### src/rtl/sim_run_controller.sv
// sim_run_controller
//
// Run controller for the RV32I pipelined core in simulation and FPGA tops. Holds the core in
// reset for RESET_CYCLES cycles, then lets it run while counting cycles and retired
// instructions. The program ends the run by storing an odd value to TOHOST_ADDR: a value of 1
// means pass, any other odd value means fail with exit_code = value >> 1. A watchdog ends the
// run after TIMEOUT_CYCLES run cycles (0 disables it). DONE is terminal until reset.
//
// Optional feature (define SIM_RUN_CONTROLLER_CONSOLE_EN): stores to CONSOLE_ADDR during RUN
// push st_data[7:0] into a CON_DEPTH-deep byte FIFO drained through con_valid/con_ready.
// Without the macro the console outputs are tied to 0.
//
// Ports:
//   clock          in   system clock, rising edge
//   reset          in   asynchronous active-high reset
//   core_reset     out  reset to the core; high in HOLD and DONE
//   st_valid       in   core store issued this cycle
//   st_addr        in   store byte address
//   st_data        in   store data
//   retire_valid   in   one instruction retired this cycle
//   cycle_count    out  RUN cycles elapsed (saturating)
//   instret_count  out  instructions retired in RUN (saturating)
//   done           out  run finished, sticky
//   pass           out  tohost value == 1, sticky
//   fail           out  tohost odd value != 1, sticky
//   timeout        out  watchdog expired, sticky
//   exit_code      out  st_data[XLEN-1:1] captured at completion
//   con_valid      out  console byte available
//   con_data       out  console head byte
//   con_ready      in   consumer accepts the head byte
//   con_overflow   out  console byte dropped, sticky

module sim_run_controller #(
    parameter int unsigned     XLEN           = 32,
    parameter int unsigned     CNT_WIDTH      = 32,
    parameter int unsigned     RESET_CYCLES   = 4,
    parameter int unsigned     TIMEOUT_CYCLES = 15,
    parameter logic [XLEN-1:0] TOHOST_ADDR    = 32'h0000_1000,
    parameter logic [XLEN-1:0] CONSOLE_ADDR   = 32'h0000_1004,
    parameter int unsigned     CON_DEPTH      = 8
) (
    input  logic                 clock,
    input  logic                 reset,
    output logic                 core_reset,
    input  logic                 st_valid,
    input  logic [XLEN-1:0]      st_addr,
    input  logic [XLEN-1:0]      st_data,
    input  logic                 retire_valid,
    output logic [CNT_WIDTH-1:0] cycle_count,
    output logic [CNT_WIDTH-1:0] instret_count,
    output logic                 done,
    output logic                 pass,
    output logic                 fail,
    output logic                 timeout,
    output logic [XLEN-2:0]      exit_code,
    output logic                 con_valid,
    output logic [7:0]           con_data,
    input  logic                 con_ready,
    output logic                 con_overflow
);

    localparam int unsigned HOLD_W = (RESET_CYCLES > 1) ? $clog2(RESET_CYCLES) : 1;
    localparam logic [HOLD_W-1:0]    HOLD_LAST = HOLD_W'(RESET_CYCLES - 1);
    // Truncation when TIMEOUT_CYCLES == 0 is harmless: the compare is gated by WD_EN.
    localparam logic [CNT_WIDTH-1:0] WD_LAST   = CNT_WIDTH'(TIMEOUT_CYCLES - 1);
    localparam bit                   WD_EN     = (TIMEOUT_CYCLES != 0);

    typedef enum logic [1:0] {StHold, StRun, StDone} state_e;

    state_e            state;
    logic [HOLD_W-1:0] hold_cnt;
    logic              in_run;
    logic              tohost_hit;
    logic              wd_hit;

    assign in_run     = (state == StRun);
    assign tohost_hit = in_run && st_valid && (st_addr == TOHOST_ADDR) && st_data[0];
    assign wd_hit     = WD_EN && in_run && (cycle_count == WD_LAST);

    always_ff @(posedge clock or posedge reset) begin
        if (reset) begin
            state         <= StHold;
            hold_cnt      <= '0;
            core_reset    <= 1'b1;
            cycle_count   <= '0;
            instret_count <= '0;
            done          <= 1'b0;
            pass          <= 1'b0;
            fail          <= 1'b0;
            timeout       <= 1'b0;
            exit_code     <= '0;
        end else begin
            case (state)
                StHold: begin
                    if (hold_cnt == HOLD_LAST) begin
                        state      <= StRun;
                        core_reset <= 1'b0;
                    end else begin
                        hold_cnt <= hold_cnt + HOLD_W'(1);
                    end
                end
                StRun: begin
                    if (cycle_count != '1) begin
                        cycle_count <= cycle_count + CNT_WIDTH'(1);
                    end
                    if (retire_valid && (instret_count != '1)) begin
                        instret_count <= instret_count + CNT_WIDTH'(1);
                    end
                    // Completion takes priority over a watchdog expiry in the same cycle.
                    if (tohost_hit) begin
                        state      <= StDone;
                        core_reset <= 1'b1;
                        done       <= 1'b1;
                        exit_code  <= st_data[XLEN-1:1];
                        if (st_data == XLEN'(1)) begin
                            pass <= 1'b1;
                        end else begin
                            fail <= 1'b1;
                        end
                    end else if (wd_hit) begin
                        state      <= StDone;
                        core_reset <= 1'b1;
                        done       <= 1'b1;
                        timeout    <= 1'b1;
                    end
                end
                StDone: begin
                    core_reset <= 1'b1;
                end
                default: begin
                    state      <= StHold;
                    core_reset <= 1'b1;
                end
            endcase
        end
    end

`ifdef SIM_RUN_CONTROLLER_CONSOLE_EN
    localparam int unsigned PTR_W = $clog2(CON_DEPTH);

    logic [7:0]     con_mem [CON_DEPTH];
    logic [PTR_W:0] wr_ptr;
    logic [PTR_W:0] rd_ptr;
    logic           con_full;
    logic           con_push;
    logic           con_pop;
    logic           con_write;

    // Pointers carry one extra wrap bit so full and empty are distinguishable.
    assign con_full  = (wr_ptr[PTR_W] != rd_ptr[PTR_W]) &&
                       (wr_ptr[PTR_W-1:0] == rd_ptr[PTR_W-1:0]);
    assign con_valid = (wr_ptr != rd_ptr);
    assign con_data  = con_mem[rd_ptr[PTR_W-1:0]];
    assign con_push  = in_run && st_valid && (st_addr == CONSOLE_ADDR);
    assign con_pop   = con_valid && con_ready;
    // When full, a simultaneous pop frees the head slot, which is the one being written.
    assign con_write = con_push && (!con_full || con_pop);

    always_ff @(posedge clock or posedge reset) begin
        if (reset) begin
            wr_ptr       <= '0;
            rd_ptr       <= '0;
            con_overflow <= 1'b0;
        end else begin
            if (con_write) begin
                wr_ptr <= wr_ptr + (PTR_W+1)'(1);
            end
            if (con_pop) begin
                rd_ptr <= rd_ptr + (PTR_W+1)'(1);
            end
            if (con_push && con_full && !con_pop) begin
                con_overflow <= 1'b1;
            end
        end
    end

    always_ff @(posedge clock) begin
        if (con_write) begin
            con_mem[wr_ptr[PTR_W-1:0]] <= st_data[7:0];
        end
    end
`else
    logic unused_con_ready;

    assign unused_con_ready = con_ready;
    assign con_valid        = 1'b0;
    assign con_data         = 8'h00;
    assign con_overflow     = 1'b0;
`endif

endmodule

### config.mk
export PLATFORM = sky130hd
export DESIGN_NAME = sim_run_controller
export DESIGN_NICKNAME = d
export VERILOG_FILES = /design/src/rtl/sim_run_controller.sv
export SDC_FILE = /design/constraint.sdc
export NUM_CORES = 1
export LEC_CHECK = 0
export BUFFER_PORTS_ARGS = -buffer_cell sky130_fd_sc_hd__clkbuf_2
export CORE_ASPECT_RATIO = 1.2
export CORE_MARGIN = 3
export CORE_UTILIZATION = 40
export DETAILED_ROUTE_END_ITERATION = 8
export PLACE_DENSITY = 0.66
export SLEW_MARGIN = 0
export SYNTH_ARGS = -nofsm -noshare
export SYNTH_HDL_FRONTEND = slang
export SYNTH_SLANG_ARGS = --single-unit
### constraint.sdc
create_clock -name clock -period 9.5 [get_ports clock]
set_input_delay 1.425 -clock clock [delete_from_list [all_inputs] [get_ports clock]]
set_output_delay 1.425 -clock clock [all_outputs]
set_load 0.02 [all_outputs]
==> flow_metrics.py <==
metrics = {
    "worst_setup_path": {
        "reg2reg_to": "instret_count[1]",
        "ff2ff_setup_slack_ns": 7.02,
        "start_kind": "primary input",
        "crit_path_end_kind": "register",
        "r2r-start": "instret_count[0]",
        "cp.required_ns": 9.73,
        "criticalPathCategory": "primary input to register",
        "worstRegToRegCells": 6,
        "crit_fanout": 33,
        "critPathArrivalTime_ns": 3.31,
    },
    "sta": {
        "tns_ns": 0,
        "fmax_mhz": 325,
        "setup_viol": 0,
        "rsz0062_at_grt": "no",
        "hold_violations": 0,
        "maxSlewViolCount": 0,
        "skew_ns": 0.00768,
        "worst_slack_ns": 6.42,
        "relSlewSlack": 0.422,
        "worst_pin_slew_ns": 0.861,
        "min_period_over_period": 0.324,
        "fin_crit_ns": 3.08,
    },
    "hold_path": {
        "hold_end": "pass",
        "hold_depth": 1,
        "hold_class": "register to register",
        "holdCritStartpoint": "pass",
    },
    "global_route": {
        "grt_pass1_vias": 4340,
        "grtUsageTotal": 0.198,
        "grt_max_degree": 59,
        "grt_antenna_before_repair": 0,
        "grt_first_pass_wirelength_mm": 21.9,
        "gr-total-overflow": 0,
    },
    "yosys": {
        "synth_area_um2": 5070,
        "synth_warnings": 0,
        "ys.flop_type": "dfrtp_1",
        "synth_edf_count": 0,
        "synth_seq_cells": 104,
        "syn_area_per_cell_um2": 11.1,
        "netlist-cell-type-count": 51,
        "async_flop_share": 1.00,
        "ys_seq_area_frac": 0.513,
        "netlist_instances": 458,
    },
    "final_layout": {
        "drive_above_1_share": 0.370,
        "antenna_cells": 0,
        "layoutNonFillerInstCount": 794,
        "fin_nets": 701,
        "area_delta_synth_final_pct": 25.0,
    },
    "placed_design": {
        "hpwlAfterDp_mm": 10.8,
        "dp.cells": 778,
        "io_buffers": 167,
        "gp_congestion": 0.892,
        "pre_cts_slack_ns": 6.06,
    },
    "pwr": {
        "powerDensity_nw_per_um2": 133,
        "peakVddDrop_mv": 0.0712,
        "leakagePower_nw": 3.13,
    },
    "route": {
        "antenna_left": 0,
        "first_iter_violations": 222,
        "dr_total_vias": 4385,
        "detail_route.wl_per_cell_um": 17.6,
        "dr.pass1.iters": 4,
        "wirelength_mm": 14.0,
        "drc_errors": 0,
        "vias_per_cell": 5.52,
    },
    "floorplanning": {
        "initial_core_util": 0.415,
        "rows": 44,
        "core_area_um2": 12200,
        "die_w_um": 109,
        "dieArea_um2": 14100,
        "die_y_um": 129,
        "io_pins": 179,
    },
    "clocking": {
        "h-tree-depth": 3,
        "cts_setup_buffers": 0,
        "cts_root_buf": "clkbuf_16",
        "clock_latency_ns": 0.34,
        "clock-sinks": 104,
        "cts_resized": 0,
        "cts_buffer_depth": 2,
        "cts_hold_buffers": 0,
        "clk_pin_slew_worst_paths_ns": 0.07,
        "cts_buffers": 9,
        "cts_tree": "done",
    },
    "outcome": {
        "status": "finished, final reports clean",
    },
    "flow_run": {
        "maxCapViolCount": 0,
    },
}
-- cells in the final DEF (no fill, tap or decap), drive strengths merged, types with 2 or more instances in the layout --
cell      synthesis  final
clkinvlp          0      2
or3               4      4
and3             11     11
nand3            32     32
a31oi             3      3
nand4            37     37
nand2            28     28
ha                4      4
and2              7      7
nand4b            2      2
and4              9      9
mux2             35     35
xnor2            45     45
a21oi             5      5
nor2             22     22
xor2             10     10
clkbuf            5    178
conb              1     10
nor4b             8      8
nand2b            3      3
o21ai             4      4
a41oi             2      2
clkinv            0      2
dfrtp           103    103
nor3             17     17
nor4             23     23
buf              15      3
nor2b             2      2
inv               8      8
-- cells by family (layout without fill, tap and decap cells) --
kind of cell | Yosys count | in the layout | synth area share
and+or+nand+nor | 208 | 208 | 0.240
adders and majority gates | 4 | 4 | 0.00987
other | 1 | 10 | 0.000739
xor gates and xnor gates | 55 | 55 | 0.0950
AOI/OAI and AO/OA | 23 | 23 | 0.0318
muxes | 35 | 35 | 0.0784
buffers and inverters | 28 | 194 | 0.0306
DFF | 104 | 104 | 0.513
-- power breakdown --
group	switching (mW)	leakage [nW]	internal, mW
Sequential	0	1.43	0.443
Clock	0.161	0.136	0.205
Combinational	0.0213	1.56	0.0117
-- worst max-delay path, cell delays in order --
cell and delay (ns):
clkbuf_2 0.09, nor4b_1 0.60, nand4_1 0.20, nor3_2 0.19, buf_4 0.40, mux2_2 0.39
-- state kept, by name (all words and copies together), names as in the netlist --
signal	cells
cycle_count	32
pass	1
instret_count	32
exit_code	31
done	1
fail	1
timeout	1
hold_cnt	2
core_reset	1
state	2
-- metrics by stage --
step	area, um2	utilization	power, mW	hold WS, ns
floorplan	5110	-	0.466	0.448
global placement	6050	0.495	0.484	0.440
detailed placement	6050	0.495	0.485	0.459
CTS	6340	0.519	0.850	0.474
global route	6340	0.519	0.871	0.505
finish	6340	0.519	0.841	0.469
-- synth_stat cells (all sizes together) (2+ instances only) --
| library cell | n | area [um2] |
|---|---|---|
| or3 | 4 | 26.3 |
| ha | 4 | 50.1 |
| a21oi | 5 | 25.0 |
| dfrtp | 103 | 2580 |
| and2 | 7 | 43.8 |
| nand2 | 28 | 108 |
| nor3 | 17 | 96.4 |
| nor2 | 22 | 82.6 |
| inv | 8 | 30.0 |
| nand4 | 37 | 238 |
| and3 | 11 | 68.8 |
| nand2b | 3 | 18.8 |
| nor4b | 8 | 70.1 |
| nand3 | 32 | 165 |
| nor4 | 23 | 159 |
| o21ai | 4 | 20.0 |
| nor2b | 2 | 12.5 |
| mux2 | 35 | 398 |
| clkbuf | 5 | 18.8 |
| a31oi | 3 | 18.8 |
| and4 | 9 | 81.3 |
| xor2 | 10 | 87.6 |
| buf | 15 | 106 |
| a41oi | 2 | 17.5 |
| nand4b | 2 | 17.5 |
| xnor2 | 45 | 394 |
-- worst max-delay path by stage --
stage | start | endpoint | slack [ns] | cells past startpoint
2_1_floorplan | reset | cycle_count[0] | 5.34 | 1
3_3_place_gp | st_addr[24] | exit_code[14] | 6.00 | 6
3_5_place_dp | st_addr[24] | exit_code[3] | 6.06 | 6
4_1_cts | st_addr[24] | exit_code[22] | 6.42 | 6
5_1_grt | st_addr[24] | exit_code[12] | 6.25 | 6
6_report | st_addr[24] | exit_code[10] | 6.42 | 6
-- per-layer routing --
metal  GRT usage  wire, um  vias to the layer above  share of wire
li1            -         -                     2016              -
met1       0.259      5780                     2173           0.41
met2       0.331      7170                      173           0.51
met3      0.0304       747                       23          0.054
met4      0.0721       260                        0          0.019
met5           0         0                        -              0
-- area by class of cell --
cell class / count / area [um2]
fill: 1169 / 5880
tap: 161 / 201
multi-input combinational: 335 / 2350
sequential: 104 / 2600
clock buffer: 11 / 233
clock inverter: 5 / 58.8
timing repair buffer: 170 / 858
inverter: 8 / 32.5
Power figures use the tool's default switching activity.
